--- src/rtl/jtag_types_pkg.sv ---
// Shared types and frame-size helpers for the JTAG FIFO read arbiter.
// JTAG_FIFO_READ_PARITY_EN adds an even-parity bit to every frame.
package jtag_types_pkg;

   typedef enum logic [1:0] {
      IDLE  = 2'd0,
      LOAD  = 2'd1,
      SHIFT = 2'd2
   } fifo_rd_state_t;

`ifdef JTAG_FIFO_READ_PARITY_EN
   localparam bit PARITY_EN = 1'b1;
`else
   localparam bit PARITY_EN = 1'b0;
`endif

   // Channel-ID field width; a single channel carries no ID at all.
   function automatic int ch_width(input int num_ch);
      return (num_ch > 1) ? $clog2(num_ch) : 0;
   endfunction

   function automatic int frame_len(input int data_w, input int ch_w, input bit parity);
      return 2 + ch_w + data_w + (parity ? 1 : 0);
   endfunction

endpackage

--- src/rtl/jtag_fifo_read_arb_if.sv ---
// TAP-side and FIFO-side signal bundle of the JTAG FIFO read arbiter.
// master = the arbiter, slave = the FIFOs/TAP that surround it.
interface jtag_fifo_read_arb_if #(
   parameter int DATA_WIDTH = 8,
   parameter int NUM_CH     = 2
);
   localparam int CH_W  = (NUM_CH > 1) ? $clog2(NUM_CH) : 0;
   localparam int CUR_W = (CH_W > 0) ? CH_W : 1;

   logic                         dr_shift;
   logic                         fifo_read_select;
   logic [NUM_CH-1:0]            empty;
   logic [NUM_CH*DATA_WIDTH-1:0] rdata;
   logic [NUM_CH-1:0]            rinc;
   logic                         TDO;
   logic                         busy;
   logic [CUR_W-1:0]             cur_ch;

   modport master (
      input  dr_shift, fifo_read_select, empty, rdata,
      output rinc, TDO, busy, cur_ch
   );

   modport slave (
      output dr_shift, fifo_read_select, empty, rdata,
      input  rinc, TDO, busy, cur_ch
   );
endinterface

--- src/rtl/jtag_fifo_read_arb_rr_arbiter.sv ---
// Combinational round-robin pick: first requester strictly after ptr, wrapping.
// ptr itself is the lowest priority so the previous winner yields to others.
module rr_arbiter #(
   parameter int  N  = 2,
   localparam int PW = (N > 1) ? $clog2(N) : 1
) (
   input  logic [N-1:0]  req,
   input  logic [PW-1:0] ptr,
   output logic [PW-1:0] grant,
   output logic          any_req
);
   always_comb begin
      grant = '0;
      // Walk from lowest to highest priority so the last hit wins.
      for (int k = N; k >= 1; k--) begin
         int idx;
         idx = int'(ptr) + k;
         if (idx >= N) begin
            idx = idx - N;
         end
         if (req[idx]) begin
            grant = PW'(idx);
         end
      end
   end

   assign any_req = |req;
endmodule

--- src/rtl/jtag_fifo_read_arb.sv ---
// Round-robin drain of NUM_CH FWFT read FIFOs into framed words shifted out on TDO.
// Define JTAG_FIFO_READ_PARITY_EN to append an even-parity bit before the stop bit.
module jtag_fifo_read_arb
   import jtag_types_pkg::*;
#(
   parameter int DATA_WIDTH = 8,
   parameter int NUM_CH     = 2
) (
   input logic              TCK,
   input logic              n_rst,
   jtag_fifo_read_arb_if.master bus
);
   localparam int CH_W      = ch_width(NUM_CH);
   localparam int CUR_W     = (CH_W > 0) ? CH_W : 1;
   localparam int FRAME_LEN = frame_len(DATA_WIDTH, CH_W, PARITY_EN);
   localparam int CNT_W     = $clog2(FRAME_LEN);
   localparam logic [CNT_W-1:0] LAST_BIT = CNT_W'(FRAME_LEN - 1);
   localparam logic [CUR_W-1:0] PTR_RST  = CUR_W'(NUM_CH - 1);

   fifo_rd_state_t       state_reg, state_next;
   logic [FRAME_LEN-1:0] sr_reg, sr_next;
   logic [CNT_W-1:0]     cnt_reg, cnt_next;
   logic [CUR_W-1:0]     ptr_reg, ptr_next;
   logic [CUR_W-1:0]     grant_reg, grant_next;
   logic [CUR_W-1:0]     cur_reg, cur_next;

   logic [CUR_W-1:0]      arb_grant;
   logic                  any_req;
   logic                  shift;
   logic [NUM_CH-1:0]     req;
   logic [DATA_WIDTH-1:0] words [NUM_CH];
   logic [DATA_WIDTH-1:0] head_word;
   logic [FRAME_LEN-1:0]  frame;
   logic [NUM_CH-1:0]     rinc;
   logic                  tdo;
   logic                  busy;

   assign shift = bus.dr_shift && bus.fifo_read_select;
   assign req   = ~bus.empty;

   for (genvar gi = 0; gi < NUM_CH; gi++) begin : g_words
      assign words[gi] = bus.rdata[gi*DATA_WIDTH +: DATA_WIDTH];
   end

   rr_arbiter #(.N(NUM_CH)) u_rr_arbiter (
      .req     (req),
      .ptr     (ptr_reg),
      .grant   (arb_grant),
      .any_req (any_req)
   );

   always_comb begin
      head_word = '0;
      for (int i = 0; i < NUM_CH; i++) begin
         if (int'(grant_reg) == i) begin
            head_word = words[i];
         end
      end
   end

   // Frame, LSB first: start(1), ID, data, [parity], stop(0 via default).
   always_comb begin
      logic par;
      frame = '0;
      frame[0] = 1'b1;
      par = ^head_word;
      for (int i = 0; i < CH_W; i++) begin
         frame[1+i] = grant_reg[i];
         par        = par ^ grant_reg[i];
      end
      for (int i = 0; i < DATA_WIDTH; i++) begin
         frame[1+CH_W+i] = head_word[i];
      end
`ifdef JTAG_FIFO_READ_PARITY_EN
      frame[1+CH_W+DATA_WIDTH] = par;
`endif
   end

   always_ff @(posedge TCK or negedge n_rst) begin
      if (!n_rst) begin
         state_reg <= IDLE;
         sr_reg    <= '0;
         cnt_reg   <= '0;
         ptr_reg   <= PTR_RST;
         grant_reg <= '0;
         cur_reg   <= '0;
      end else begin
         state_reg <= state_next;
         sr_reg    <= sr_next;
         cnt_reg   <= cnt_next;
         ptr_reg   <= ptr_next;
         grant_reg <= grant_next;
         cur_reg   <= cur_next;
      end
   end

   always_comb begin
      state_next = state_reg;
      sr_next    = sr_reg;
      cnt_next   = cnt_reg;
      ptr_next   = ptr_reg;
      grant_next = grant_reg;
      cur_next   = cur_reg;
      rinc       = '0;
      tdo        = 1'b0;
      busy       = 1'b0;

      unique case (state_reg)
         IDLE: begin
            if (any_req) begin
               grant_next = arb_grant;
               state_next = LOAD;
            end
         end
         LOAD: begin
            busy    = 1'b1;
            sr_next = frame;
            for (int i = 0; i < NUM_CH; i++) begin
               rinc[i] = (int'(grant_reg) == i);
            end
            ptr_next   = grant_reg;
            cur_next   = grant_reg;
            cnt_next   = '0;
            state_next = SHIFT;
         end
         SHIFT: begin
            busy = 1'b1;
            tdo  = sr_reg[0];
            // A deasserted shift simply freezes the frame in place.
            if (shift) begin
               sr_next  = sr_reg >> 1;
               cnt_next = cnt_reg + 1'b1;
               if (cnt_reg == LAST_BIT) begin
                  cnt_next = '0;
                  if (any_req) begin
                     grant_next = arb_grant;
                     state_next = LOAD;
                  end else begin
                     state_next = IDLE;
                  end
               end
            end
         end
         default: begin
            state_next = IDLE;
         end
      endcase
   end

   assign bus.rinc   = rinc;
   assign bus.TDO    = tdo;
   assign bus.busy   = busy;
   assign bus.cur_ch = (CH_W > 0) ? cur_reg : '0;

endmodule

--- src/flat_wrapper.sv ---
// flat-port wrapper written by rule: the top's interface ports become plain ports
module jtag_fifo_read_arb_flat import jtag_types_pkg::*;
#(
   parameter int DATA_WIDTH = 8,
   parameter int NUM_CH     = 2
)
  (TCK, n_rst, bus_dr_shift, bus_fifo_read_select, bus_empty, bus_rdata, bus_rinc, bus_TDO, bus_busy, bus_cur_ch);
  jtag_fifo_read_arb_if #(.DATA_WIDTH(DATA_WIDTH), .NUM_CH(NUM_CH)) bus_i ();
  input logic TCK;
  input logic n_rst;
  input wire logic [$bits(bus_i.dr_shift)-1:0] bus_dr_shift;
  input wire logic [$bits(bus_i.fifo_read_select)-1:0] bus_fifo_read_select;
  input wire logic [$bits(bus_i.empty)-1:0] bus_empty;
  input wire logic [$bits(bus_i.rdata)-1:0] bus_rdata;
  output wire logic [$bits(bus_i.rinc)-1:0] bus_rinc;
  output wire logic [$bits(bus_i.TDO)-1:0] bus_TDO;
  output wire logic [$bits(bus_i.busy)-1:0] bus_busy;
  output wire logic [$bits(bus_i.cur_ch)-1:0] bus_cur_ch;
  assign bus_i.dr_shift = bus_dr_shift;
  assign bus_i.fifo_read_select = bus_fifo_read_select;
  assign bus_i.empty = bus_empty;
  assign bus_i.rdata = bus_rdata;
  assign bus_rinc = bus_i.rinc;
  assign bus_TDO = bus_i.TDO;
  assign bus_busy = bus_i.busy;
  assign bus_cur_ch = bus_i.cur_ch;
  jtag_fifo_read_arb #(.DATA_WIDTH(DATA_WIDTH), .NUM_CH(NUM_CH)) u_core (.TCK(TCK), .n_rst(n_rst), .bus(bus_i));
endmodule
--- config.mk ---
export PLATFORM = sky130hd
export DESIGN_NAME = jtag_fifo_read_arb_flat
export DESIGN_NICKNAME = d
export VERILOG_FILES = /design/src/rtl/jtag_types_pkg.sv /design/src/rtl/jtag_fifo_read_arb_if.sv /design/src/rtl/jtag_fifo_read_arb_rr_arbiter.sv /design/src/rtl/jtag_fifo_read_arb.sv /design/src/flat_wrapper.sv
export SDC_FILE = /design/constraint.sdc
export NUM_CORES = 1
export LEC_CHECK = 0
export CORE_MARGIN = 2
export CORE_UTILIZATION = 44
export DETAILED_ROUTE_END_ITERATION = 16
export HOLD_SLACK_MARGIN = 0.03
export PLACE_DENSITY_LB_ADDON = 0.2
export SLEW_MARGIN = 10
export SYNTH_ARGS = -nofsm -noshare
export SYNTH_HDL_FRONTEND = slang
export SYNTH_HIERARCHICAL = 1
export SYNTH_SLANG_ARGS = --single-unit
--- constraint.sdc ---
create_clock -name TCK -period 1.8 [get_ports TCK]
set_input_delay 0.36 -clock TCK [delete_from_list [all_inputs] [get_ports TCK]]
set_output_delay 0.36 -clock TCK [all_outputs]
set_load 0.02 [all_outputs]
==> metrics list, run 1 <==
* Clock share of power: 0.099
- The number of buffers and inverters on the critical path is 2.
- In the global route stage, met1 resource usage came out at 0.217.
- CTS sink count: 19
- Of the post-synthesis cell area, the dominant cell type holds 0.405.
* Post-route DRC: 0
- Die area: between 2000 and 3000 um2
- Number of placed cells counting well taps: between 150 and 200
- At the worst endpoint, the arrival time is slightly below 2000 ps.
- The share of the Yosys chip area taken by registers is 0.429.
* Chip width: roughly 54 um
- Overall power consumption after layout is estimated at 2.22 mW.
* Launching element type of the critical path: register
- Summing every instance area after synthesis gives approximately 1100 um2.
- Root cell of the clock tree: clkbuf_4
* Pleak: 0.736 nW
- Most used routing layer in global routing: met2
- Max Fclk: 0.566 GHz
- Pre-CTS setup slack: -118 ps
- Die outline height: 54.3 um
- 0 antenna diodes ended up in the layout.
- In the global route stage, met2 resource usage came out at 0.307.
- Synthesized area per cell: ~10 um2
* PD cells: about 1400 nW/um2
* Portion of total power attributed to sequential cells: 0.329
* Worst ir drop on vdd: about 830 uV
- For this run, global-route usage on met3 was measured as 0.0574.
* Global route overflow: 0
- Cell types with the largest area share after synthesis: dfrtp_1, mux2_2, ha_1
* Clock buffers created by TritonCTS: 3
* Final Hold Vio Count: 0
* H-Tree Level Count: 1
- Most frequent cells after synthesis: dfrtp_1, mux2_2, nand2_1, o21ai_0, inv_1
* Least-Margin Pin Slew: 443 ps
- Clock skew: between 2 and 3 ps
- Net switching fraction of the power: 0.368
* Max-slew violation total from the final report: 0
* TritonCTS clock tree: built
* Wire length of the first global-routing pass: 3.82 mm
- Minimum hold slack: roughly 340 ps
- The internal portion of the total power is 1.41 mW.
- Synthesis produced a netlist whose cell count is between 100 and 150.
- The core region is 2430 um2.
* Post-route setup slack: between 30 and 40 ps
* Detail Placement HPWL: roughly 1.8 mm
- Setup violations remaining at the end of the flow were counted as 0.
- Of the total power, combinational logic draws 0.572.
- Area Growth Syn to Fin: 38.9%
- Maximum fanout encountered on the critical timing path: 4
- Time the final worst path needs with I/O delays and setup: ~1800 ps
- Grouping stages by cell kind, the critical path spends the most delay in compound AO/OA/AOI/OAI gates.
- Critical path start-end classification: reg2reg
- Final standard cell area without fillers: between 1500 and 2000 um2
* Buffers on Ports: 26
- Clock transition at the registers of the reported paths: between 100 and 150 ps
- Of the cells placed in the final design, the portion with a size suffix greater than 1 is 0.295.
- Of the available clock period, the critical path in the final layout requires 0.981.
* Count of placed standard cells in the final layout, fillers left out: 179
- In the routed layout, each cell is associated on average with a via count of between 5 and 6.
* DR pass1 iterations: 4
- Largest net degree at the start of global routing: 16
- Count of boundary I/O pins: 27
* Global-route total usage across every layer: 0.180
* Post-Route WL: about 2.3 mm
- The worst setup path is captured at a register.
- The congestion estimate from routability-driven global placement came to approximately 0.83.
* Number of nets with antenna violations after detailed routing: 0
- Starting density of the core: 0.457
- Across the run, the number of max-cap violations was 0.
- Worst endpoint required time: around 2000 ps
* Number of global-route vias before repair: around 940
* Max transition margin: 0.704
- Drt first-iter violations: 11
* Average wire per cell in the routed design: about 13 um
- In this run the worst hold path is classified as in2async.
* Flip-flop count of the largest register, all copies and words added: 10
* RSZ-0062 raised after global routing: true
* Clock latency of the later-clocked register in the worst-skew pair: 300 ps
- Counting flops with a built-in enable in the synthesized netlist gives 0.
* Cell type with the largest total area after synthesis: dfrtp_1
- Net Sw Power: about 800 uW
* Total cell area at the placement stage: ~1500 um2
- Result of the run: finished clean
* Number of nets produced by synthesis: about 140
- Library cell with the highest instance count after synthesis: dfrtp_1
- Total vias in the final route: about 910
- The clock passes through at most 2 buffers.
* Top flip-flop cell by instance count after synthesis: dfrtp_1
- Initial antenna violation count: 0
* Flip-flop and latch count after synthesis: 19
- Traced cell by cell, the critical path runs through buf_6, ha_2, buf_4, a222oi_1, mux2_2.
- Yosys warnings: 6
- Row generation in the floorplan step produced 18 rows.
* Distinct cells, synth: 27
- Critical path's largest stage delay: around 430 ps
* Slowest stage cell on the critical path: a222oi_1
- Fraction of registers with async set or reset after synthesis: 1.00
- At the end of the flow, the number of nets in the layout was between 150 and 200.
what timing repair did:
item	in CTS	in global routing
resized for setup	12	10
buffers inserted	1	1
hold buffers	0	0
pin swaps	0	1
setup endpoints to repair	4	11
power groups by stage:
stage,clock network (mW),registers (mW),logic (mW)
after floorplan,0,0.729,0.798
after global routing,0.256,0.751,1.41
after detailed placement,0,0.738,1.23
final,0.221,0.731,1.27
after CTS,0.232,0.728,1.23
after global placement,0,0.728,1.21
metrics by stage:
step / utilization / TNS, ps
4_1_cts: 0.624 / 0
6_report: 0.635 / 0
5_1_grt: 0.635 / -97.8
3_3_place_gp: 0.611 / -150
2_1_floorplan: - / 0
3_5_place_dp: 0.611 / -237
routing by layer:
| metal | vias to the layer above | part of all wire |
|---|---|---|
| li1 | 456 | - |
| met2 | 18 | 0.51 |
| met4 | 0 | 0.0065 |
| met3 | 2 | 0.042 |
| met1 | 435 | 0.44 |
| met5 | - | 0 |
kinds of logic after synthesis:
| kind of cell | after synthesis | synth area share |
|---|---|---|
| DFF | 19 | 0.429 |
| muxes | 21 | 0.204 |
| AOI/OAI and AO/OA | 18 | 0.0934 |
| and+or+nand+nor | 30 | 0.146 |
| buffers and inverters | 13 | 0.0495 |
| adders and majority gates | 7 | 0.0787 |
worst paths after layout:
kind	depth (start not counted)	to	slack, ps	from
worst max-delay path	5	u_core/state_reg[0]	30	u_core/state_reg[1]
worst min register to register	2	u_core/ptr_reg	490	u_core/ptr_reg
worst max register to register	5	u_core/state_reg[0]	30	u_core/state_reg[1]
max in group asynchronous	2	u_core/sr_reg[9]	950	n_rst
min in group TCK	2	u_core/ptr_reg	490	u_core/ptr_reg
worst min-delay path	1	u_core/state_reg[0]	340	n_rst
cell usage in the layout (no fill, tap or decap), types with 7 or more instances in the layout:
master / n
buf_4: 14
clkdlybuf4s50_1: 22
dfrtp_1: 18
inv_1: 8
mux2_2: 13
mux2i_1: 8
nand2_1: 11
nand3_1: 7
o21ai_0: 12
layout make-up:
| class | count | area [um2] |
|---|---|---|
| well taps | 30 | 37.5 |
| multi-input cells | 76 | 611 |
| repair buffers | 41 | 360 |
| inverters | 9 | 33.8 |
| fillers | 205 | 887 |
| flip-flops and latches | 19 | 477 |
| clock buffers | 4 | 26.3 |
Note: power is estimated with default switching activity, not from simulation.
==> run 2: changes to the inputs <==
Settings changed: CTS_CLUSTER_SIZE from default to 40, SYNTH_HIERARCHICAL 1 to default.
==> run 2 against run 1 <==
  * Sequential power is 3.0% higher
  * Clock power hardly changed
  * Clock skew is 2.9 ps higher
  * Critical path depth is 1 lower
  * Flip-flop and latch count stayed put
  * Worst hold slack better by 35 ps
  * Area after synthesis is 4.8% higher
  * Cell count is 6.1% higher
  * Maximum frequency is 3.1% higher
  * Power is 0.31% lower
  * Wire length is 13% higher
==> metrics list, run 2 <==
- TritonCTS built the clock tree.
* Fraction of registers with async set or reset after synthesis: 1.00 (unchanged)
* R2R depth: 7 (+2)
- The count of different cell masters after synthesis came to 34 (+26%).
- Drt first-iter violations: 16 (+5)
* Max Fclk: 0.584 GHz (+3.1%)
- Flip-flop count of the largest register, all copies and words added: 10 (unchanged)
- Area Growth Syn to Fin: 32.2%
- The slew at the pin with the worst max-slew slack came to 265 ps (-178 ps).
- Wire length of the first global-routing pass: 4.48 mm (+17%)
- Time the final worst path needs with I/O delays and setup: 1710 ps (-53.5 ps)
- The initial core utilization was 0.466 (+0.00916).
* CTS sink count: 19 (unchanged)
- Post-Route WL: 2.60 mm (+13%)
* WP buf/inv: 2 (unchanged)
- Root cell of the clock tree: clkbuf_4
* Class of the worst hold path: in2async
- Clock buffers created by TritonCTS: 3 (unchanged)
* Rows: 18 (unchanged)
* Cell types with the largest area share after synthesis: dfrtp_1, mux2i_1, ha_1
* Final Hold Vio Count: 0 (unchanged)
- Library cell with the highest instance count after synthesis: dfrtp_1
- The setup TNS came to 0 ps (unchanged).
* Number of nets with antenna violations after detailed routing: 0 (unchanged)
- The die boundary width is 55.5 um (+2.2%).
- Maximum fanout encountered on the critical timing path: 4 (unchanged)
- The highest cell delay on the worst timing path came to 420 ps (about the same).
* Clock skew: 5.75 ps (+2.88 ps)
* Commonest cells after routing, fill and taps aside: clkdlybuf4s50_1, dfrtp_1, nand2_1, nor2_1
- The number of antenna repair diodes was 0 (unchanged).
* PD cells: 1440 nW/um2 (about the same)
- Most frequent cells after synthesis: dfrtp_1, nand2_1, nor2_1
- Post-synth design cell area: 1170 um2 (+4.8%)
- Part of the Yosys area used for sequential elements: 0.409 (-0.0198)
* Final number of setup-violating endpoints: 0 (unchanged)
- Yosys warnings: 0 (-6)
- Detail Placement HPWL: 1.87 mm (+6.9%)
- Critical path start-end classification: reg2out
- Synthesized area per cell: 9.33 um2 (-9.4%)
* Final standard cell area without fillers: 1540 um2 (-0.24%)
* Post-route DRC: 0 (unchanged)
* Worst ir drop on vdd: 1150 uV (+39%)
* Clock transition at the registers of the reported paths: 110 ps (about the same)
- Critical Path Stages: 4 (-1)
- Endpoint type of the worst setup path: primary output
* Initial antenna violation count: 0 (unchanged)
* Leading cell type in the layout, fill and taps excluded: clkdlybuf4s50_1
- The worst setup path is launched from a register.
- Setup repair after global routing left no endpoint under its margin.
* Worst endpoint required time: 1440 ps (-560 ps)
- The number of enable-type register cells in the synthesized netlist is 0 (unchanged).
- Number of nets produced by synthesis: 153 (+12%)
- Maximum Capacitance Violations: 0 (unchanged)
* Top flip-flop cell by instance count after synthesis: dfrtp_1
- Slowest stage cell on the critical path: dfrtp_1
- Cell type with the largest total area after synthesis: dfrtp_1
- The net count reported at finish is 189 (+5.6%).
* Die area: 3080 um2 (+4.5%)
- The I/O pin count is 27 (unchanged).
- Die outline height: 55.5 um (+2.2%)
- Number of global-route vias before repair: 956 (+1.9%)
* Worst Path Arrival: 1350 ps (-610 ps)
- Pleak: 0.743 nW (+0.97%)
- The placeable core region is 2500 um2 (+2.8%).
- Max transition margin: 0.823 (+0.118)
- The period utilization came to 0.951 (-0.0297).
* Fraction of layout cells with a size suffix above 1: 0.188 (-0.108)
- The placed cell area came to 1490 um2 (+0.50%).
- Largest net degree at the start of global routing: 32 (+16)
- Average wire per cell in the routed design: 13.7 um (+6.9%)
- The maximum clock insertion buffer count is 2 (unchanged).
* Final weighted congestion in routability-driven placement: 0.871 (+4.6%)
- Global route overflow: 0 (unchanged)
- The combined global-route utilization of all metal layers came to 0.181 (+0.00130).
- The post-route worst hold slack is 379 ps (+34.6 ps).
- Final core utilization: 0.617 (-0.0187)
- DR pass1 iterations: 4 (unchanged)
* Flip-flop and latch count after synthesis: 19 (unchanged)
- Proportion of netlist area held by the largest area contributor: 0.386 (-0.0187)
- H-Tree Level Count: 1 (unchanged)
- The count of vias placed by the detailed router is 1015 (+11%).
- Worst path top cell family by delay: flip-flops
- Buffers on Ports: 26 (unchanged)
- Tot Pwr: 2.22 mW (-0.31%)
* Result of the run: finished clean
- The post-detailed-route via-to-cell ratio is 5.34 (+5.0%).
- Number of instances in the synthesized netlist: 125 (+16%)
- The count of final max-slew check failures was 0 (unchanged).
- Crit path cell chain: buf_4, ha_4, nor2b_1, buf_2
- The clock network latency to the later pin of the worst-skew pair was 300 ps (about the same).
## run 2: changes by cell type after synthesis, sizes merged, moves of 2 or more
cell / delta
a21oi: +10
a22o: +4
buf: +2
inv: -3
mux2: -13
mux2i: +4
nand2b: -2
nand3: -4
nor2: +12
o211ai: +2
o21ai: +2
o22ai: +2
## run 2: routing by layer
metal / routed length [um] / track usage
met5: 0 / 0
met4: 12 / 0.0209
met3: 113 / 0.0585
met2: 1280 / 0.294
met1: 1190 / 0.243
## run 2: cell type report
class                   instances  area (um2)
multi-input cells              94         639
fillers                       226         958
well taps                      30        37.5
repair buffers                 37         339
clock buffers                   4        26.3
inverters                       6        22.5
flip-flops and latches         19         477
## run 2: what timing repair did
| action | in CTS | in global routing |
|---|---|---|
| hold buffers | 0 | 0 |
| gates resized for setup | 13 | 9 |
| setup endpoints to repair | 4 | 13 |
| setup buffers | 1 | 2 |
## run 2: path summary, 6_finish.rpt
check	start	endpoint	slack, ps
max	u_core.state_reg[0]	bus_rinc[0]	90
min	n_rst	u_core.cnt_reg[0]	380
max reg2reg	u_core.state_reg[0]	u_core.sr_reg[8]	170
min reg2reg	u_core.ptr_reg	u_core.ptr_reg	490
max in group asynchronous	n_rst	u_core.ptr_reg	1150
min in group TCK	u_core.ptr_reg	u_core.ptr_reg	490
## run 2: cells by family after synthesis
group	Yosys count	synth area share
flops	19	0.409
simple gates	38	0.157
fa+ha+maj	6	0.0644
buf+inv	12	0.0558
mux	12	0.114
compound gates	38	0.201
## run 2: power breakdown
group	switching (mW)	leakage, nW	internal (mW)
combinational	0.658	0.493	0.587
sequential	0.135	0.235	0.618
clock	0.134	0.0150	0.0864
## run 2: through the flow
step                std cells  worst slack, ps
finish                    190             87.4
global route              190             10.7
CTS                       188            0.348
detailed placement        183            -48.5
global placement          183            -12.8
floorplan                 125              143
==> run 3: changes to the inputs <==
Settings changed: CORE_UTILIZATION 44 to 49, PLACE_DENSITY from default to 0.83, PLACE_DENSITY_LB_ADDON 0.2 to default.
Clock period 1.8 ns to 1.6 ns, I/O delays scaled along.
==> run 3 against run 2 <==
  * Non-clock buffer count rose by 5
  * Clock power grew 11%
  * Critical endpoint is now bus_TDO
  * Cell area up 7.7%
  * Cell count increased by 1.6%
  * Clock skew up 3.6 ps
==> metrics list, run 3 (synthesis results as in run 2) <==
* Number of global-route vias before repair: 1048 (+9.6%)
* Count of boundary I/O pins: 27 (unchanged)
- Total cell area at the placement stage: 1540 um2 (+3.0%)
- The combined global-route utilization of all metal layers was 0.243 (+0.0617).
- The total power draw is 2.84 mW (+28%).
* Die area: 2790 um2 (-9.5%)
* Worst ir drop on vdd: 1460 uV (+27%)
- Number of placed cells counting well taps: 187 (+2.2%)
- The number of buffers added to fix hold violations after cts was 0 (unchanged).
- Buffers on Ports: 26 (unchanged)
- Commonest cells after routing, fill and taps aside: clkdlybuf4s50_1, dfrtp_1, nor2_1
* Final number of setup-violating endpoints: 0 (unchanged)
* Starting density of the core: 0.522 (+0.0557)
- Global route overflow: 0 (unchanged)
- The share of cells above drive strength 1 was 0.267 (+0.0792).
- The critical path is of the reg2out type.
* Average wire per cell in the routed design: 16.2 um (+19%)
- Ratio of final minimum period to clock period: 0.993
- Worst Path Arrival: 1270 ps (-80 ps)
- Clock buffers created by TritonCTS: 3 (unchanged)
* Count of placed standard cells in the final layout, fillers left out: 193 (+1.6%)
* Endpoint type of the worst setup path: primary output
- The number of max-capacitance violations reported is 0 (unchanged).
- Max transition margin: 0.827 (+0.00461)
- TritonCTS clock tree: built
- Clock skew: 9.36 ps (+3.61 ps)
* Post-Route WL: 3.14 mm (+21%)
- Clock latency of the later-clocked register in the worst-skew pair: 300 ps (about the same)
- The number of inserted filler cells in the final layout was 156 (-31%).
- The number of antenna repair diodes is 0 (unchanged).
- The maximum clock insertion buffer count is 2 (unchanged).
- The number of flip-flops in the largest register came to 10 (unchanged).
- The first-pass GRT wire length is 4.77 mm (+6.6%).
* Die outline height: 52.8 um (-4.9%)
- Max Fclk: about 0.63 GHz
* Worst endpoint required time: 1280 ps (-160 ps)
* Leading cell type in the layout, fill and taps excluded: clkdlybuf4s50_1
* Sequential cell area in the final layout: 478 um2 (+0.26%)
- The post-detailed-route via-to-cell ratio came to 5.74 (+7.5%).
* Max-slew violation total from the final report: 0 (unchanged)
* Final standard cell area without fillers: 1660 um2 (+7.7%)
* Least-Margin Pin Slew: 259 ps (-6.27 ps)
* Nets: 194 (+2.6%)
- Drt first-iter violations: 36 (+20)
- Result of the run: finished clean
- Clock transition at the registers of the reported paths: 110 ps (about the same)
- The standby leakage power was 0.781 nW (+5.2%).
- Total vias in the final route: 1108 (+9.2%)
- The maximum number of pins on one net before global-route repair came to 32 (unchanged).
- Detail Placement HPWL: 2.21 mm (+18%)
- Time the final worst path needs with I/O delays and setup: between 1500 and 2000 ps
- RSZ-0062 raised after global routing: true
- Final Hold Vio Count: 0 (unchanged)
- Maximum fanout encountered on the critical timing path: 2 (-2)
* Initial antenna violation count: 0 (unchanged)
- The count of nets left with antenna violations after detail routing is 0 (unchanged).
- PD cells: 1710 nW/um2 (+19%)
* Area of the multi-input gates: 679 um2 (+6.3%)
* Area Growth Syn to Fin: 42.4%
- The die boundary width is 52.8 um (-4.9%).
- Class of the worst hold path: in2async
- Root cell of the clock tree: clkbuf_4
- The first-pass iteration count of the detailed router was 4 (unchanged).
- Rows: 17 (-1)
- The post-route worst hold slack was 345 ps (-34.4 ps).
* CTS sink count: 19 (unchanged)
- Final weighted congestion in routability-driven placement: 0.740 (-15%)
- Core area: 2230 um2 (-11%)
* Post-route DRC: 0 (unchanged)
* Launching element type of the critical path: register
* H-Tree Level Count: 1 (unchanged)
## run 3: final timing paths
| kind | from | to | slack, ps | cells past startpoint |
|---|---|---|---|---|
| hold / removal | n_rst | u_core.sr_reg[9] | 340 | 2 |
| setup reg to reg | u_core.state_reg[0] | u_core.sr_reg[3] | 30 | 7 |
| min in group TCK | u_core.sr_reg[6] | u_core.sr_reg[6] | 500 | 2 |
| hold reg to reg | u_core.sr_reg[6] | u_core.sr_reg[6] | 500 | 2 |
| setup / recovery | u_core.state_reg[1] | bus_TDO | 10 | 4 |
| max in group asynchronous | n_rst | u_core.ptr_reg | 990 | 2 |
## run 3: repair_timing
action,4_1_cts,5_1_grt
resized for setup,30,18
pin swaps,1,1
setup buffers,0,2
endpoints found under the hold margin,0,0
setup endpoints to repair,15,8
## run 3: cell type report
class / instances / share of cell area
multi-input combinational: 94 / 0.409
clock buffer: 4 / 0.0158
inverter: 6 / 0.0151
tap: 28 / 0.0211
sequential: 19 / 0.288
timing repair buffer: 42 / 0.251
## run 3: critical path, stage by stage (launching register included)
cell     delay (ps)
dfrtp_1         420
buf_6           130
ha_4            160
and2_4          130
buf_6           120
## run 3: power by group
part / switching (mW) / total (mW) / internal [mW]
Sequential: 0.175 / 0.873 / 0.698
Combinational: 0.863 / 1.72 / 0.860
Clock: 0.147 / 0.244 / 0.0970
Total: 1.18 / 2.84 / 1.66
## run 3: metal layers
metal	up-vias	share of wire	GRT usage
met5	-	0	0
met4	0	0.041	0.128
met3	12	0.039	0.0314
met2	43	0.51	0.417
met1	530	0.41	0.292
li1	523	-	-
## run 3: metrics by stage
step                utilization  setup WS, ps  TNS, ps
finish                    0.743          10.8        0
global route              0.743         -18.1    -50.9
CTS                       0.711         -9.73    -11.4
detailed placement        0.689          -163    -1540
global placement          0.689         -97.9     -697
floorplan                     -         -17.1    -17.1
